[src/rtl/acc_multi.sv]
// Multi-channel saturating hit-count accumulator: popcount stage, then per-channel commit.
// A last beat closes its channel's round and hands the count out through a valid/ready port.
module acc_multi #(
  parameter int unsigned LANES  = 4,
  parameter int unsigned CNT_W  = 8,
  parameter int unsigned NUM_CH = 4,
  parameter int unsigned CH_W   = (NUM_CH > 1) ? $clog2(NUM_CH) : 1
) (
  input  logic             clk_i,
  input  logic             rst_ni,
  input  logic             acc_en_i,
  output logic             in_ready_o,
  input  logic [CH_W-1:0]  ch_sel_i,
  input  logic [LANES-1:0] hit_i,
  input  logic             last_i,
  input  logic             acc_clear_i,
  output logic             cand_valid_o,
  input  logic             cand_ready_i,
  output logic [CH_W-1:0]  cand_ch_o,
  output logic [CNT_W-1:0] cand_o,
  output logic             cand_sat_o
);

  localparam int unsigned PopW = $clog2(LANES + 1);
  localparam int unsigned SumW = CNT_W + 1;
  localparam logic [CH_W:0] NumChL = (CH_W + 1)'(NUM_CH);

  logic [PopW-1:0]  pop;
  logic             ch_ok;
  logic             stall;
  logic             commit;
  logic [SumW-1:0]  sum;
  logic             ovf;
  logic [CNT_W-1:0] res;

  logic             s1_valid_q, s1_valid_d;
  logic [PopW-1:0]  s1_cnt_q, s1_cnt_d;
  logic [CH_W-1:0]  s1_ch_q, s1_ch_d;
  logic             s1_last_q, s1_last_d;

  logic [CNT_W-1:0] acc_q [NUM_CH];
  logic [CNT_W-1:0] acc_d [NUM_CH];
  logic [NUM_CH-1:0] sat_q, sat_d;

  logic             cand_valid_q, cand_valid_d;
  logic [CH_W-1:0]  cand_ch_q, cand_ch_d;
  logic [CNT_W-1:0] cand_q, cand_d;
  logic             cand_sat_q, cand_sat_d;

  always_comb begin
    pop = '0;
    for (int unsigned i = 0; i < LANES; i++) begin
      pop = pop + PopW'(hit_i[i]);
    end
  end

  assign ch_ok = ({1'b0, ch_sel_i} < NumChL);
  // Only a last beat can be blocked, and only by an unconsumed result.
  assign stall      = s1_valid_q & s1_last_q & cand_valid_q & ~cand_ready_i;
  assign in_ready_o = ~stall;
  assign commit     = s1_valid_q & ~stall & ~acc_clear_i;

  assign sum = SumW'(acc_q[s1_ch_q]) + SumW'(s1_cnt_q);
  assign ovf = sum[CNT_W];
  assign res = ovf ? {CNT_W{1'b1}} : sum[CNT_W-1:0];

  always_comb begin
    s1_valid_d = s1_valid_q;
    s1_cnt_d   = s1_cnt_q;
    s1_ch_d    = s1_ch_q;
    s1_last_d  = s1_last_q;
    if (acc_clear_i) begin
      s1_valid_d = 1'b0;
    end else if (!stall) begin
      s1_valid_d = acc_en_i & ch_ok;
      s1_cnt_d   = pop;
      s1_ch_d    = ch_sel_i;
      s1_last_d  = last_i;
    end
  end

  always_comb begin
    acc_d = acc_q;
    sat_d = sat_q;
    if (acc_clear_i) begin
      for (int unsigned i = 0; i < NUM_CH; i++) begin
        acc_d[i] = '0;
      end
      sat_d = '0;
    end else if (commit) begin
      if (s1_last_q) begin
        acc_d[s1_ch_q] = '0;
        sat_d[s1_ch_q] = 1'b0;
      end else begin
        acc_d[s1_ch_q] = res;
        sat_d[s1_ch_q] = sat_q[s1_ch_q] | ovf;
      end
    end
  end

  // Result register is independent of clear; a new last reload wins over a transfer.
  always_comb begin
    cand_valid_d = cand_valid_q;
    cand_ch_d    = cand_ch_q;
    cand_d       = cand_q;
    cand_sat_d   = cand_sat_q;
    if (cand_valid_q && cand_ready_i) begin
      cand_valid_d = 1'b0;
    end
    if (commit && s1_last_q) begin
      cand_valid_d = 1'b1;
      cand_ch_d    = s1_ch_q;
      cand_d       = res;
      cand_sat_d   = sat_q[s1_ch_q] | ovf;
    end
  end

  always_ff @(posedge clk_i or negedge rst_ni) begin
    if (!rst_ni) begin
      s1_valid_q   <= 1'b0;
      s1_cnt_q     <= '0;
      s1_ch_q      <= '0;
      s1_last_q    <= 1'b0;
      for (int unsigned i = 0; i < NUM_CH; i++) begin
        acc_q[i] <= '0;
      end
      sat_q        <= '0;
      cand_valid_q <= 1'b0;
      cand_ch_q    <= '0;
      cand_q       <= '0;
      cand_sat_q   <= 1'b0;
    end else begin
      s1_valid_q   <= s1_valid_d;
      s1_cnt_q     <= s1_cnt_d;
      s1_ch_q      <= s1_ch_d;
      s1_last_q    <= s1_last_d;
      acc_q        <= acc_d;
      sat_q        <= sat_d;
      cand_valid_q <= cand_valid_d;
      cand_ch_q    <= cand_ch_d;
      cand_q       <= cand_d;
      cand_sat_q   <= cand_sat_d;
    end
  end

  assign cand_valid_o = cand_valid_q;
  assign cand_ch_o    = cand_ch_q;
  assign cand_o       = cand_q;
  assign cand_sat_o   = cand_sat_q;

endmodule
[config.mk]
export PLATFORM = sky130hd
export DESIGN_NAME = acc_multi
export DESIGN_NICKNAME = d
export VERILOG_FILES = /design/src/rtl/acc_multi.sv
export SDC_FILE = /design/constraint.sdc
export NUM_CORES = 1
export LEC_CHECK = 0
export ABC_AREA = 1
export CAP_MARGIN = 30
export CORE_ASPECT_RATIO = 0.75
export CORE_UTILIZATION = 64
export DETAILED_ROUTE_END_ITERATION = 12
export PLACE_DENSITY = 0.86
export SETUP_SLACK_MARGIN = 0.1
export SYNTH_ARGS = -nofsm -noshare
export SYNTH_HDL_FRONTEND = slang
export SYNTH_SLANG_ARGS = --single-unit
[constraint.sdc]
create_clock -name clk_i -period 6.65 [get_ports clk_i]
set_input_delay 1.6625 -clock clk_i [delete_from_list [all_inputs] [get_ports clk_i]]
set_output_delay 1.6625 -clock clk_i [all_outputs]
set_load 0.1 [all_outputs]
==> reports/metrics.yaml <==
die:
  initial_core_util_pct: 68.50
  boundaryPins: 25
  rows: 22
  fp.dieW_um: 86.79
  die_h_um: 65.59
  fp.dieArea_um2: 5693
  core_area_um2: 5037
worst_setup_path:
  worstPathArrival_ns: 3.44
  r2r-end: "acc_q[6]"
  critPathMaxStageDelay_ns: 1.15
  worstSetupPathType: "in -> out"
  crit_path_cell_trace: "clkdlybuf4s50_1 -> nor2_1 -> nand2_1 -> clkdlybuf4s50_1"
  worst_r2r_path_depth: 15
  end_kind: "output pin"
  startpoint_type: "input port"
  critPathSlowestCell: "clkdlybuf4s50_1"
  cp_common_cell: "clkdlybuf4s50_1"
  rr_startpoint: "s1_ch_q[0]"
  r2r_slack_ns: 3.26
  worstPathMaxFanout: 4
  critPathRequiredTime_ns: 4.99
sta:
  finalCritPeriodShare_pct: 76.72
  min_period_ns: 5.102
  relSlewSlack_pct: 33.86
  worst-slew-pin-transition_ns: 0.9856
  skew_ns: 0.01165
  clock.fmax_mhz: 196.0
  setup_tns_ns: 0
  hold_viol: 0
  setup_violations: 0
  hold-worst-slack_ns: 0.4847
  rsz0062_at_grt: "false"
  slew_viol_final: 0
pwr:
  p_int_mw: 0.5887
  p_leak_nw: 2.046
  clock_power_share_pct: 19.6
  p_sw_share_pct: 43.77
  p_comb_share_pct: 39.7
  vdd_ir_drop_max_mv: 0.1520
  seqPwrFrac_pct: 40.7
  p_per_area_nw_per_um2: 275.3
  p_sw_mw: 0.4583
synth:
  yosys_warnings: 0
  synth.area.top_cells: "dfrtp_1 40%, nand2_1 29%, nand3_1 5.9%"
  synth.avg_cell_area_um2: 6.636
  yosysTopAreaCellShare_pct: 39.88
  netlist_instances: 520
  synthDistinctLibCells: 27
  synth_top_cell_by_area: "dfrtp_1"
  synth.cell_area_um2: 3451
  ys_seq_elements: 55
  syn-num-nets: 539
  ys_seq_area_share_pct: 39.88
drt:
  wl_per_cell_um: 13.99
  drc_errors: 0
  dr_total_vias: 3392
  final_antenna_net_count: 0
  drt-pass1-iter-count: 5
  top_layer: "met4"
  dr_wl_met2_um: 3958
  viasPerCell: 5.607
  drt_iter0_markers: 328
  wl_met3_um: 620
  met1_length_um: 3753
  drt_wl_total_um: 8464
hold_path:
  hold_end: "cand_o[0]"
  hold_path_depth: 2
  hold_class: "reg -> reg"
  holdCritStartpoint: "cand_o[0]"
place:
  gp_congestion: 0.9145
  io_buffers: 24
  place_hpwl_um: 5741
cts:
  cts_resized: 0
  clk_path_buf_depth: 2
  cts_tree: "yes"
  htree_levels: 2
  clock_latency_ns: 0.32
  cts.sinks: 55
  cts_inserted_buffers: 5
  path_clk_slew_ns: 0.09
  cts_hold_buf: 0
  cts_setup_buffers: 0
  clockRootBuffer: "clkbuf_8"
final_layout:
  fin_nets: 551
  antenna_cells: 0
  drive_gt1_share_pct: 7.317
  syn2layout_area_growth_pct: 10.22
  fillers: 391
global_route:
  grt_pass1_vias: 3040
  grt_first_pass_wirelength_um: 14160
  overflow: 0
  grt_max_degree: 56
  grt_antenna_before_repair: 0
  grt_usage_pct: 32.38
status:
  status: "finished, final reports clean"
run:
  maxCapViolations: 0
-- cell usage after synthesis --
cell type	instances
and3_1	1
nor2_1	21
nor2_2	1
a21oi_1	36
dfrtp_1	55
o21bai_1	1
inv_1	15
or2_2	4
o21ai_2	2
nand3_1	41
nand2_1	269
a22oi_1	4
inv_2	5
nand2_2	9
nand2_4	2
fa_1	2
o21ai_1	5
buf_1	6
o21ai_0	7
nor2_4	5
buf_2	4
clkbuf_1	10
buf_4	2
nand4_1	2
ha_1	5
xnor2_1	1
clkinv_1	5
-- per-layer routing --
layer	vias to the layer above	global-route usage (%)
li1	1663	-
met3	17	5.402
met4	0	10.83
met1	1560	45.68
met5	-	0
met2	152	50.79
-- registers in the layout (all words and copies together) (netlist names) --
| signal | flops |
|---|---|
| s1_last_q | 1 |
| acc_q | 32 |
| s1_valid_q | 1 |
| cand_sat_o | 1 |
| cand_valid_o | 1 |
| sat_q | 4 |
| s1_ch_q | 2 |
| cand_o | 8 |
| cand_ch_o | 2 |
| s1_cnt_q | 3 |
-- metrics by stage --
step           setup WS, ns  util [%]  cells  area [µm²]  power, mW
2_1_floorplan         2.611         -    520        3451     0.7382
3_3_place_gp          1.566     73.22    595        3689     0.8302
3_5_place_dp          1.543     73.22    595        3689     0.8400
4_1_cts               1.544     75.21    603        3789      1.041
5_1_grt               1.492     75.51    605        3804      1.099
6_report              1.548     75.51    605        3804      1.047
-- how the worst max path moves through the flow --
stage / from / to / slack, ns / depth (start not counted)
2_1_floorplan: cand_ready_i / in_ready_o / 2.61 / 2
3_3_place_gp: cand_ready_i / in_ready_o / 1.57 / 4
3_5_place_dp: cand_ready_i / in_ready_o / 1.54 / 4
4_1_cts: cand_ready_i / in_ready_o / 1.54 / 4
5_1_grt: cand_ready_i / in_ready_o / 1.49 / 4
6_report: cand_ready_i / in_ready_o / 1.55 / 4
-- cell usage in the layout, fill, tap and decap left out, types with 5 or more instances in the layout --
cell type,instances
nand2_1,269
dfrtp_1,55
nand3_1,41
a21oi_1,36
clkdlybuf4s50_1,23
nor2_1,21
inv_1,15
nand2_2,9
o21ai_0,7
clkbuf_8,7
inv_2,5
nor2_4,5
clkinv_1,5
o21ai_1,5
ha_1,5
-- power by group through the flow --
stage                     registers (mW)  logic, mW  clock network (mW)
after floorplan                    0.552      0.186                   0
after global placement             0.430      0.400                   0
after detailed placement           0.432      0.408                   0
after CTS                          0.425      0.410               0.205
after global routing               0.432      0.449               0.218
final                              0.426      0.415               0.205
-- critical path, delay by kind of cell --
kind / cells / cell delay, ns
AND/OR/NAND/NOR: 2 / 0.16
buffers and inverters: 2 / 1.62
-- layout make-up --
type | instances | area (µm²) | area share (%)
Clock buffer | 8 | 100.1 | 2.632
Inverter | 25 | 93.84 | 2.467
Multi-Input combinational cell | 418 | 1886 | 49.57
Sequential cell | 55 | 1376 | 36.18
Tap cell | 72 | 90.09 | 2.368
Timing Repair Buffer | 27 | 257.7 | 6.776
-- kinds of logic (layout without fill, tap and decap cells) --
| logic type | Yosys count | count (layout) | synth area share (%) |
|---|---|---|---|
| AND/OR/NAND/NOR | 355 | 355 | 42.86 |
| AO/OA/AOI/OAI | 55 | 55 | 8.557 |
| flip-flops | 55 | 55 | 39.88 |
| buffers and inverters | 47 | 60 | 5.475 |
| adder cells (fa/ha/maj) | 7 | 7 | 2.973 |
| XOR/XNOR | 1 | 1 | 0.2539 |
Power figures use the tool's default switching activity.
